$ cat config.mk
export PLATFORM = sky130hd
export DESIGN_NAME = mips32_mem_arbiter
export DESIGN_NICKNAME = d
export VERILOG_FILES = /design/src/rtl/mips32_mem_arbiter.sv
export SDC_FILE = /design/constraint.sdc
export NUM_CORES = 1
export LEC_CHECK = 0
export CAP_MARGIN = 20
export CORE_MARGIN = 4
export CORE_UTILIZATION = 42
export DETAILED_ROUTE_END_ITERATION = 12
export PLACE_DENSITY = 0.8
export SETUP_SLACK_MARGIN = 0.15
export SYNTH_ARGS = -nofsm -noshare
export SYNTH_HDL_FRONTEND = slang
export SYNTH_SLANG_ARGS = --single-unit
$ cat constraint.sdc
create_clock -name clk1 -period 2.2 [get_ports clk1]
set_input_delay 0.44 -clock clk1 [delete_from_list [all_inputs] [get_ports clk1]]
set_output_delay 0.44 -clock clk1 [all_outputs]
set_load 0.005 [all_outputs]
$ cat src/rtl/mips32_mem_arbiter.sv
// -----------------------------------------------------------------------------
// mips32_mem_arbiter
//
// Shares one single-ported 1024x32 unified memory between the instruction-fetch
// stage (IF port, read-only) and the memory-access stage (DM port, read/write).
// Only one access is in flight at a time. Each access holds the memory for
// MEM_LAT cycles. The winner then receives its data or write acknowledge.
//
// Ports
//   clk1, rst_n                     clock (rising edge), async active-low reset
//   if_req/if_addr                  IF read request, held until if_gnt
//   if_gnt/if_rvalid/if_rdata       IF accept pulse, data-valid pulse, read data
//   flush                           discard the in-flight IF result
//   dm_req/dm_we/dm_addr/dm_wdata   DM request, held until dm_gnt
//   dm_gnt/dm_rvalid/dm_rdata       DM accept pulse, done pulse, read data
//   mem_en/mem_we/mem_addr/
//   mem_wdata/mem_rdata             memory array interface
//   busy                            an access is in flight
//
// Configuration macro
//   ARB_RR_EN  defined   : when both ports request together, round-robin picks
//                          the port that did not win the previous grant
//   ARB_RR_EN  undefined : fixed priority, DM beats IF
//
// All outputs are registered.
// -----------------------------------------------------------------------------
module mips32_mem_arbiter #(
  parameter int ADDR_W  = 10,
  parameter int DATA_W  = 32,
  parameter int MEM_LAT = 1
) (
  input  logic              clk1,
  input  logic              rst_n,
  input  logic              if_req,
  input  logic [ADDR_W-1:0] if_addr,
  output logic              if_gnt,
  output logic              if_rvalid,
  output logic [DATA_W-1:0] if_rdata,
  input  logic              flush,
  input  logic              dm_req,
  input  logic              dm_we,
  input  logic [ADDR_W-1:0] dm_addr,
  input  logic [DATA_W-1:0] dm_wdata,
  output logic              dm_gnt,
  output logic              dm_rvalid,
  output logic [DATA_W-1:0] dm_rdata,
  output logic              mem_en,
  output logic              mem_we,
  output logic [ADDR_W-1:0] mem_addr,
  output logic [DATA_W-1:0] mem_wdata,
  input  logic [DATA_W-1:0] mem_rdata,
  output logic              busy
);

  typedef enum logic [0:0] {
    ST_IDLE = 1'b0,
    ST_WAIT = 1'b1
  } state_t;

  // Port encoding shared by owner and last-winner bookkeeping
  localparam logic OWN_IF = 1'b0;
  localparam logic OWN_DM = 1'b1;

  // Wide enough for the legal latency range 1..4
  localparam int             CNT_W    = 3;
  localparam logic [CNT_W-1:0] CNT_LOAD = CNT_W'(MEM_LAT);
  localparam logic [CNT_W-1:0] CNT_ONE  = 3'd1;
  localparam logic [CNT_W-1:0] CNT_ZERO = 3'd0;

  state_t              state_r;
  logic [CNT_W-1:0]    cnt_r;
  logic                owner_r;
  logic                acc_we_r;
  logic                drop_if_r;

  logic                if_gnt_r;
  logic                if_rvalid_r;
  logic [DATA_W-1:0]   if_rdata_r;
  logic                dm_gnt_r;
  logic                dm_rvalid_r;
  logic [DATA_W-1:0]   dm_rdata_r;
  logic                mem_en_r;
  logic                mem_we_r;
  logic [ADDR_W-1:0]   mem_addr_r;
  logic [DATA_W-1:0]   mem_wdata_r;
  logic                busy_r;

  logic                any_req_s;
  logic                pick_dm_s;
  logic                grant_s;

  assign any_req_s = if_req | dm_req;
  // A grant can only be issued from IDLE; requests are ignored in WAIT
  assign grant_s   = (state_r == ST_IDLE) & any_req_s;

`ifdef ARB_RR_EN
  logic last_winner_r;

  // Remember which port took the most recent grant, used to break ties
  always_ff @(posedge clk1 or negedge rst_n) begin
    if (!rst_n) begin
      last_winner_r <= OWN_DM;
    end else if (grant_s) begin
      last_winner_r <= pick_dm_s;
    end else begin
      last_winner_r <= last_winner_r;
    end
  end
`endif

  // Choose the winner among the ports requesting this cycle
  always_comb begin
    pick_dm_s = OWN_IF;
    if (dm_req && if_req) begin
`ifdef ARB_RR_EN
      // On a tie the port that did not win last time goes next
      pick_dm_s = (last_winner_r == OWN_IF) ? OWN_DM : OWN_IF;
`else
      pick_dm_s = OWN_DM;
`endif
    end else if (dm_req) begin
      pick_dm_s = OWN_DM;
    end else begin
      pick_dm_s = OWN_IF;
    end
  end

  // Access sequencer: grant in IDLE, count down the memory latency in WAIT
  always_ff @(posedge clk1 or negedge rst_n) begin
    if (!rst_n) begin
      state_r     <= ST_IDLE;
      cnt_r       <= CNT_ZERO;
      owner_r     <= OWN_IF;
      acc_we_r    <= 1'b0;
      drop_if_r   <= 1'b0;
      if_gnt_r    <= 1'b0;
      if_rvalid_r <= 1'b0;
      if_rdata_r  <= {DATA_W{1'b0}};
      dm_gnt_r    <= 1'b0;
      dm_rvalid_r <= 1'b0;
      dm_rdata_r  <= {DATA_W{1'b0}};
      mem_en_r    <= 1'b0;
      mem_we_r    <= 1'b0;
      mem_addr_r  <= {ADDR_W{1'b0}};
      mem_wdata_r <= {DATA_W{1'b0}};
      busy_r      <= 1'b0;
    end else begin
      // Strobes and pulses are single-cycle unless re-asserted below
      if_gnt_r    <= 1'b0;
      dm_gnt_r    <= 1'b0;
      mem_en_r    <= 1'b0;
      mem_we_r    <= 1'b0;
      if_rvalid_r <= 1'b0;
      dm_rvalid_r <= 1'b0;

      case (state_r)
        ST_IDLE: begin
          if (any_req_s) begin
            owner_r    <= pick_dm_s;
            acc_we_r   <= pick_dm_s & dm_we;
            if_gnt_r   <= ~pick_dm_s;
            dm_gnt_r   <= pick_dm_s;
            mem_en_r   <= 1'b1;
            mem_we_r   <= pick_dm_s & dm_we;
            mem_addr_r <= pick_dm_s ? dm_addr : if_addr;
            // IF never writes, so write data is only refreshed for DM
            mem_wdata_r <= pick_dm_s ? dm_wdata : mem_wdata_r;
            cnt_r      <= CNT_LOAD;
            busy_r     <= 1'b1;
            drop_if_r  <= 1'b0;
            state_r    <= ST_WAIT;
          end else begin
            state_r <= ST_IDLE;
          end
        end

        ST_WAIT: begin
          // A taken branch makes the pending fetch useless
          if (flush && (owner_r == OWN_IF)) begin
            drop_if_r <= 1'b1;
          end else begin
            drop_if_r <= drop_if_r;
          end

          if (cnt_r <= CNT_ONE) begin
            // Memory data is valid on this edge: hand it to the owner
            cnt_r     <= CNT_ZERO;
            busy_r    <= 1'b0;
            drop_if_r <= 1'b0;
            state_r   <= ST_IDLE;
            if (owner_r == OWN_DM) begin
              dm_rvalid_r <= 1'b1;
              if (!acc_we_r) begin
                dm_rdata_r <= mem_rdata;
              end else begin
                dm_rdata_r <= dm_rdata_r;
              end
            end else if (!(drop_if_r || flush)) begin
              if_rvalid_r <= 1'b1;
              if_rdata_r  <= mem_rdata;
            end else begin
              if_rdata_r <= if_rdata_r;
            end
          end else begin
            cnt_r <= cnt_r - CNT_ONE;
          end
        end

        default: begin
          // Unreachable encoding: return to a safe idle state
          state_r <= ST_IDLE;
          cnt_r   <= CNT_ZERO;
          busy_r  <= 1'b0;
        end
      endcase
    end
  end

  assign if_gnt    = if_gnt_r;
  assign if_rvalid = if_rvalid_r;
  assign if_rdata  = if_rdata_r;
  assign dm_gnt    = dm_gnt_r;
  assign dm_rvalid = dm_rvalid_r;
  assign dm_rdata  = dm_rdata_r;
  assign mem_en    = mem_en_r;
  assign mem_we    = mem_we_r;
  assign mem_addr  = mem_addr_r;
  assign mem_wdata = mem_wdata_r;
  assign busy      = busy_r;

endmodule

==> impl_results.md, run 1 <==
- Worst Path Max Fanout: 26
- Synth-to-Final Area Change: 58.1%
- Unique masters post-synth: 30
- CTS buffer count: 17
- Reg clk slew, reported paths: 0.05 ns
- Syn Inst Count: 297
- Slew @ Worst Pin: 0.348 ns
- Starting Density: 0.434
- R2r startpoint: cnt_r[0]$_DFFE_PN0P_
- Register bit total from synthesis: 120
- Final setup viols: 0
- Mapped cell area: 4740 µm²
- Leading area contributor after synthesis: dfrtp_1
- Layout cell share with drive strength beyond 1: 0.266
- Die Wd: 114 µm
- Antenna fix cells: 0
- Initial antenna violation count: 0
- Detailed-placement wirelength estimate: 8.47 mm
- R2R cell count: 5
- Cts repair resizes: 0
- Pins Over Slew Limit: 0
- Vias in the first global route: 3558
- H-tree levels: 4
- Largest net degree at the start of global routing: 62
- Layout fillers: 799
- Full die area: 13100 µm²
- Post-route clock skew: 0.00441 ns
- Most frequent cells in the layout: clkdlybuf4s50_1 (201), dfrtp_1 (120), mux2_2 (66), mux2_4 (30), clkbuf_16 (17)
- Slew HR: 0.768
- Post-synth net total: 389
- Data arrival, critical path: 2.15 ns
- Tcrit/Tclk final: 0.847
- Num rows: 38
- Placer Congestion: 0.821
- GR Util All Layers: 0.187
- RSZ-0062 raised after global routing: false
- VDD IR max: 879 µV
- F_max: 0.537 GHz
- Synth top area share: 0.633
- Hold Violations, Final: 0
- RR Endpoint: if_rdata[0]$_DFFE_PN0P_
- Worst reg-to-reg setup slack: 0.34 ns
- CTS root buffer: clkbuf_16
- Num Clock Sinks: 120
- Average wire per standard cell: 17.6 µm
- Worst-Skew Late Latency: 0.40 ns
- CP required: 2.48 ns
- Routed WL: 11.7 mm
- CP endpoint kind: flip-flop
- Setup TNS Final: 0 ns
- Vias: 3188
- Min Tclk post-route: 1.86 ns
- Fin nets: 608
- Post-CTS Repair Setup Buffers: 0
- Port buffer count: 202
- Startpoint class of the critical path: flip-flop
- Yosys warns: 0
- Leak: 3.34 nW
- Clock Tree Buf Depth: 2
- Total gr overflow: 0
- CTS Hold Bufs: 1
- First-pass detailed-route iteration total: 4
- DR iter-0 viols: 131
- Max_cap viols: 0
- Syn_area_per_cell: 16.0 µm²
- IO Count: 203
- Critical path type: reg2reg
- TritonCTS clock tree: yes
- Commonest non-fill, non-tap cell in the layout: clkdlybuf4s50_1
- PD cells: 1500 nW/µm²
- First-pass GRT wire length: 18.7 mm
- Core region area: 10900 µm²
- Register area share after synthesis: 0.633
- Setup crit start: cnt_r[0]$_DFFE_PN0P_
- Status: finished clean
- Antenna-violating nets left: 0
- Min-Delay Path Class: reg2reg
- Vias/cell: 4.79
- Chip Height: 114 µm
- Worst Setup EP: if_rdata[0]$_DFFE_PN0P_
- Main area contributors after synthesis: dfrtp_1 (63%), mux2_2 (16%), mux2_4 (9.5%)
- Fin util: 0.686
- DRC: 0
routing by layer:
layer  vias to the layer above  track usage  share of wire
li1                       1475            -              -
met1                      1550        0.218           0.40
met2                       145        0.302           0.48
met3                        18       0.0825           0.10
met4                         0       0.0760          0.015
met5                         -            0              0
cells by family after synthesis:
group / synth area share
DFF: 0.633
muxes: 0.273
and+or+nand+nor: 0.0322
AOI/OAI and AO/OA: 0.0290
buffers and inverters: 0.0277
adders and majority gates: 0.00527
synthesized netlist by cell type:
cell type,count
and3_1,1
o22ai_1,1
nand3_2,1
nor2b_1,1
nand2b_1,3
mux2_4,30
nand2_1,10
a21o_1,2
clkbuf_1,2
a211oi_1,1
or3_1,1
a31oi_1,1
o21ai_0,11
a22o_1,1
nor2_1,3
inv_1,7
and2b_4,1
a21oi_1,2
buf_6,6
and2_1,2
mux2_2,66
o21bai_2,1
buf_2,6
ha_1,2
nand4b_4,1
a21bo_2,1
nor3_1,2
dfrtp_1,120
mux2i_1,10
o21bai_1,1
worst min path at each step:
stage	slack, ns	depth (start not counted)	from	end
finish	0.48	2	mem_addr[0]$_DFFE_PN0P_	mem_addr[0]$_DFFE_PN0P_
global route	0.50	2	mem_addr[2]$_DFFE_PN0P_	mem_addr[2]$_DFFE_PN0P_
CTS	0.47	2	rst_n	dm_rdata[10]$_DFFE_PN0P_
detailed placement	0.37	1	rst_n	dm_rdata[17]$_DFFE_PN0P_
global placement	0.37	1	rst_n	dm_rdata[17]$_DFFE_PN0P_
floorplan	0.14	0	rst_n	acc_we_r$_DFFE_PN0P_
layout make-up:
type,count,area [µm²],share of cell area
multi-input cells,156,1610,0.215
inverters,7,26.3,0.00350
repair buffers,214,2150,0.287
clock buffers,26,519,0.0692
well taps,140,175,0.0234
clock inverters,3,15.0,0.00200
flip-flops and latches,120,3000,0.400
critical path, stage by stage (launching register included):
cell and delay (ns):
dfrtp_1 0.43, ha_1 0.22, o21bai_2 0.26, nand3_2 0.11
buf_4 0.33, mux2_2 0.38
flip-flops by register name, summed over array words and instances, names as in the netlist, 3 cells and up:
| signal | cells |
|---|---|
| dm_rdata | 32 |
| mem_addr | 10 |
| if_rdata | 32 |
| cnt_r | 3 |
| mem_wdata | 32 |
power breakdown:
group	internal, mW	switching, mW
Sequential	3.32	0.643
Clock	1.59	0.885
Combinational	3.33	1.49
per-stage QoR:
step | cell area (µm²) | cells | setup slack [ns] | power [mW] | hold WS (ns)
floorplan | 4740 | 297 | 0.622 | 6.08 | 0.144
global route | 7500 | 666 | 0.231 | 11.9 | 0.502
CTS | 7500 | 666 | 0.322 | 11.4 | 0.474
finish | 7500 | 666 | 0.338 | 11.3 | 0.476
global placement | 6960 | 636 | 0.290 | 8.69 | 0.369
detailed placement | 6960 | 636 | 0.223 | 8.86 | 0.373
Power figures use the tool's default switching activity.
==> run 2: changes to the inputs <==
==> constraint.sdc (replaced) <==
create_clock -name clk1 -period 1.8 [get_ports clk1]
set_input_delay 0.36 -clock clk1 [delete_from_list [all_inputs] [get_ports clk1]]
set_output_delay 0.36 -clock clk1 [all_outputs]
set_load 0.005 [all_outputs]
==> run 2 against run 1 <==
  * Design area up 7.3%
  * Critical path depth up 1
  * Flip-flop and latch count unchanged
  * Cell count rose by 3.9%
  * Global-route usage rose by 1.2 points
==> impl_results.md, run 2 (synthesis gave the netlist of run 1 again) <==
- Post-route clock skew: 0.0118 ns
- Die Wd: 114 µm
- Placed insts: 638
- Worst-Skew Late Latency: 0.41 ns
- Multi-input logic area: 1650 µm²
- VDD IR max: 1070 µV
- Layout cell share with drive strength beyond 1: 0.303
- Post-route insts no fill: 692
- TritonCTS clock tree: yes
- Core region area: 10900 µm²
- Largest net degree at the start of global routing: 57
- Vias: 3399
- RSZ-0062 raised after global routing: true
- Fin nets: 633
- Tcrit/Tclk final: 0.939
- Antenna-violating nets left: 0
- Vias/cell: 4.91
- Commonest non-fill, non-tap cell in the layout: dfrtp_1
- First-pass GRT wire length: 19.7 mm
- Layout fillers: 691
- CTS root buffer: clkbuf_16
- CTS buffer count: 17
- GR Util All Layers: 0.198
- Placer Congestion: 0.783
- Synth-to-Final Area Change: 69.6%
- Startpoint class of the critical path: flip-flop
- Starting Density: 0.434
- Clock Tree Buf Depth: 2
- Min-Delay Path Class: in2async
- Num rows: 38
- CP endpoint kind: flip-flop
- Reg clk slew, reported paths: 0.05 ns
- Antenna fix cells: 0
- Max_cap viols: 0
- Routed WL: 13.3 mm
- CP required: 2.09 ns
- Slew @ Worst Pin: 0.340 ns
- First-pass detailed-route iteration total: 4
- Status: finished clean
- IO Count: 203
- Full die area: 13100 µm²
- Detailed-placement wirelength estimate: 8.49 mm
- DP Area: 7020 µm²
- Leak: 4.27 nW
- Slew HR: 0.773
- Sequential Area: 3000 µm²
- Average wire per standard cell: 19.3 µm
- Port buffer count: 202
- Most frequent cells in the layout: dfrtp_1 (120), clkdlybuf4s50_1 (100), dlymetal6s2s_1 (62), mux2_2 (61), dlygate4sd2_1 (39)
- Post-route cell area: 8040 µm²
- Hold Violations, Final: 0
- Num Clock Sinks: 120
- Worst Path Max Fanout: 4
- Critical path type: reg2reg
- Chip Height: 114 µm
- Pins Over Slew Limit: 0
- Total gr overflow: 0
- Final setup viols: 0
- H-tree levels: 4
- PD cells: 1780 nW/µm²
- F_max: 0.592 GHz
- DR iter-0 viols: 180
- Data arrival, critical path: 1.98 ns
- Vias in the first global route: 3786
- DRC: 0
- Min Tclk post-route: 1.69 ns
- Initial antenna violation count: 0
run 2: critical path, cell delays in order (launching register included):
cell and delay, ns:
dfrtp_1 0.40, buf_4 0.15, o21bai_4 0.22, nand4b_4 0.18, buf_6 0.18, clkbuf_16 0.15, mux2_4 0.29
run 2: what timing repair did:
action	CTS	global route
gates resized for setup	46	71
hold endpoints to repair	21	0
pin swaps	1	2
gates cloned	3	3
buffers inserted	11	6
hold buffers	1	0
setup endpoints to repair	94	127
run 2: path summary, 6_finish.rpt:
check / from / to / slack, ns / depth (start not counted)
max: cnt_r[1]$_DFFE_PN0P_ / dm_rdata[19]$_DFFE_PN0P_ / 0.11 / 6
min: rst_n / if_rdata[10]$_DFFE_PN0P_ / 0.41 / 2
max reg2reg: cnt_r[1]$_DFFE_PN0P_ / dm_rdata[19]$_DFFE_PN0P_ / 0.11 / 6
min reg2reg: mem_addr[8]$_DFFE_PN0P_ / mem_addr[8]$_DFFE_PN0P_ / 0.47 / 2
max in group asynchronous: rst_n / mem_wdata[8]$_DFFE_PN0P_ / 0.78 / 3
min in group clk1: mem_addr[8]$_DFFE_PN0P_ / mem_addr[8]$_DFFE_PN0P_ / 0.47 / 2
run 2: per-stage QoR:
stage	total power [mW]	setup WS (ns)	hold WS [ns]	util	TNS, ns
floorplan	7.43	0.222	0.0644	-	0
global placement	10.7	-0.00404	0.276	0.642	-0.0778
detailed placement	11.0	-0.0512	0.284	0.642	-1.18
CTS	14.3	0.116	0.391	0.707	0
global route	15.1	0.0476	0.430	0.736	0
finish	14.3	0.110	0.411	0.736	0
run 2: layout make-up:
cell class | count | share of cell area
sequential | 120 | 0.373
timing repair buffer | 239 | 0.329
multi-input combinational | 156 | 0.205
clock buffer | 28 | 0.0667
tap | 140 | 0.0218
inverter | 7 | 0.00327
clock inverter | 2 | 0.00124
run 2: routing by layer:
layer | vias to the layer above | wire [µm] | track usage
li1 | 1525 | - | -
met4 | 0 | 165 | 0.0665
met1 | 1702 | 5050 | 0.222
met5 | - | 0 | 0
met3 | 16 | 1250 | 0.0899
met2 | 156 | 6880 | 0.337
run 2: report_power, final:
part           internal (mW)  total, mW  switching, mW
combinational           4.25       6.42           2.17
sequential              4.06       4.82          0.755
clock                   2.00       3.10           1.10
total                   10.3       14.3           4.03
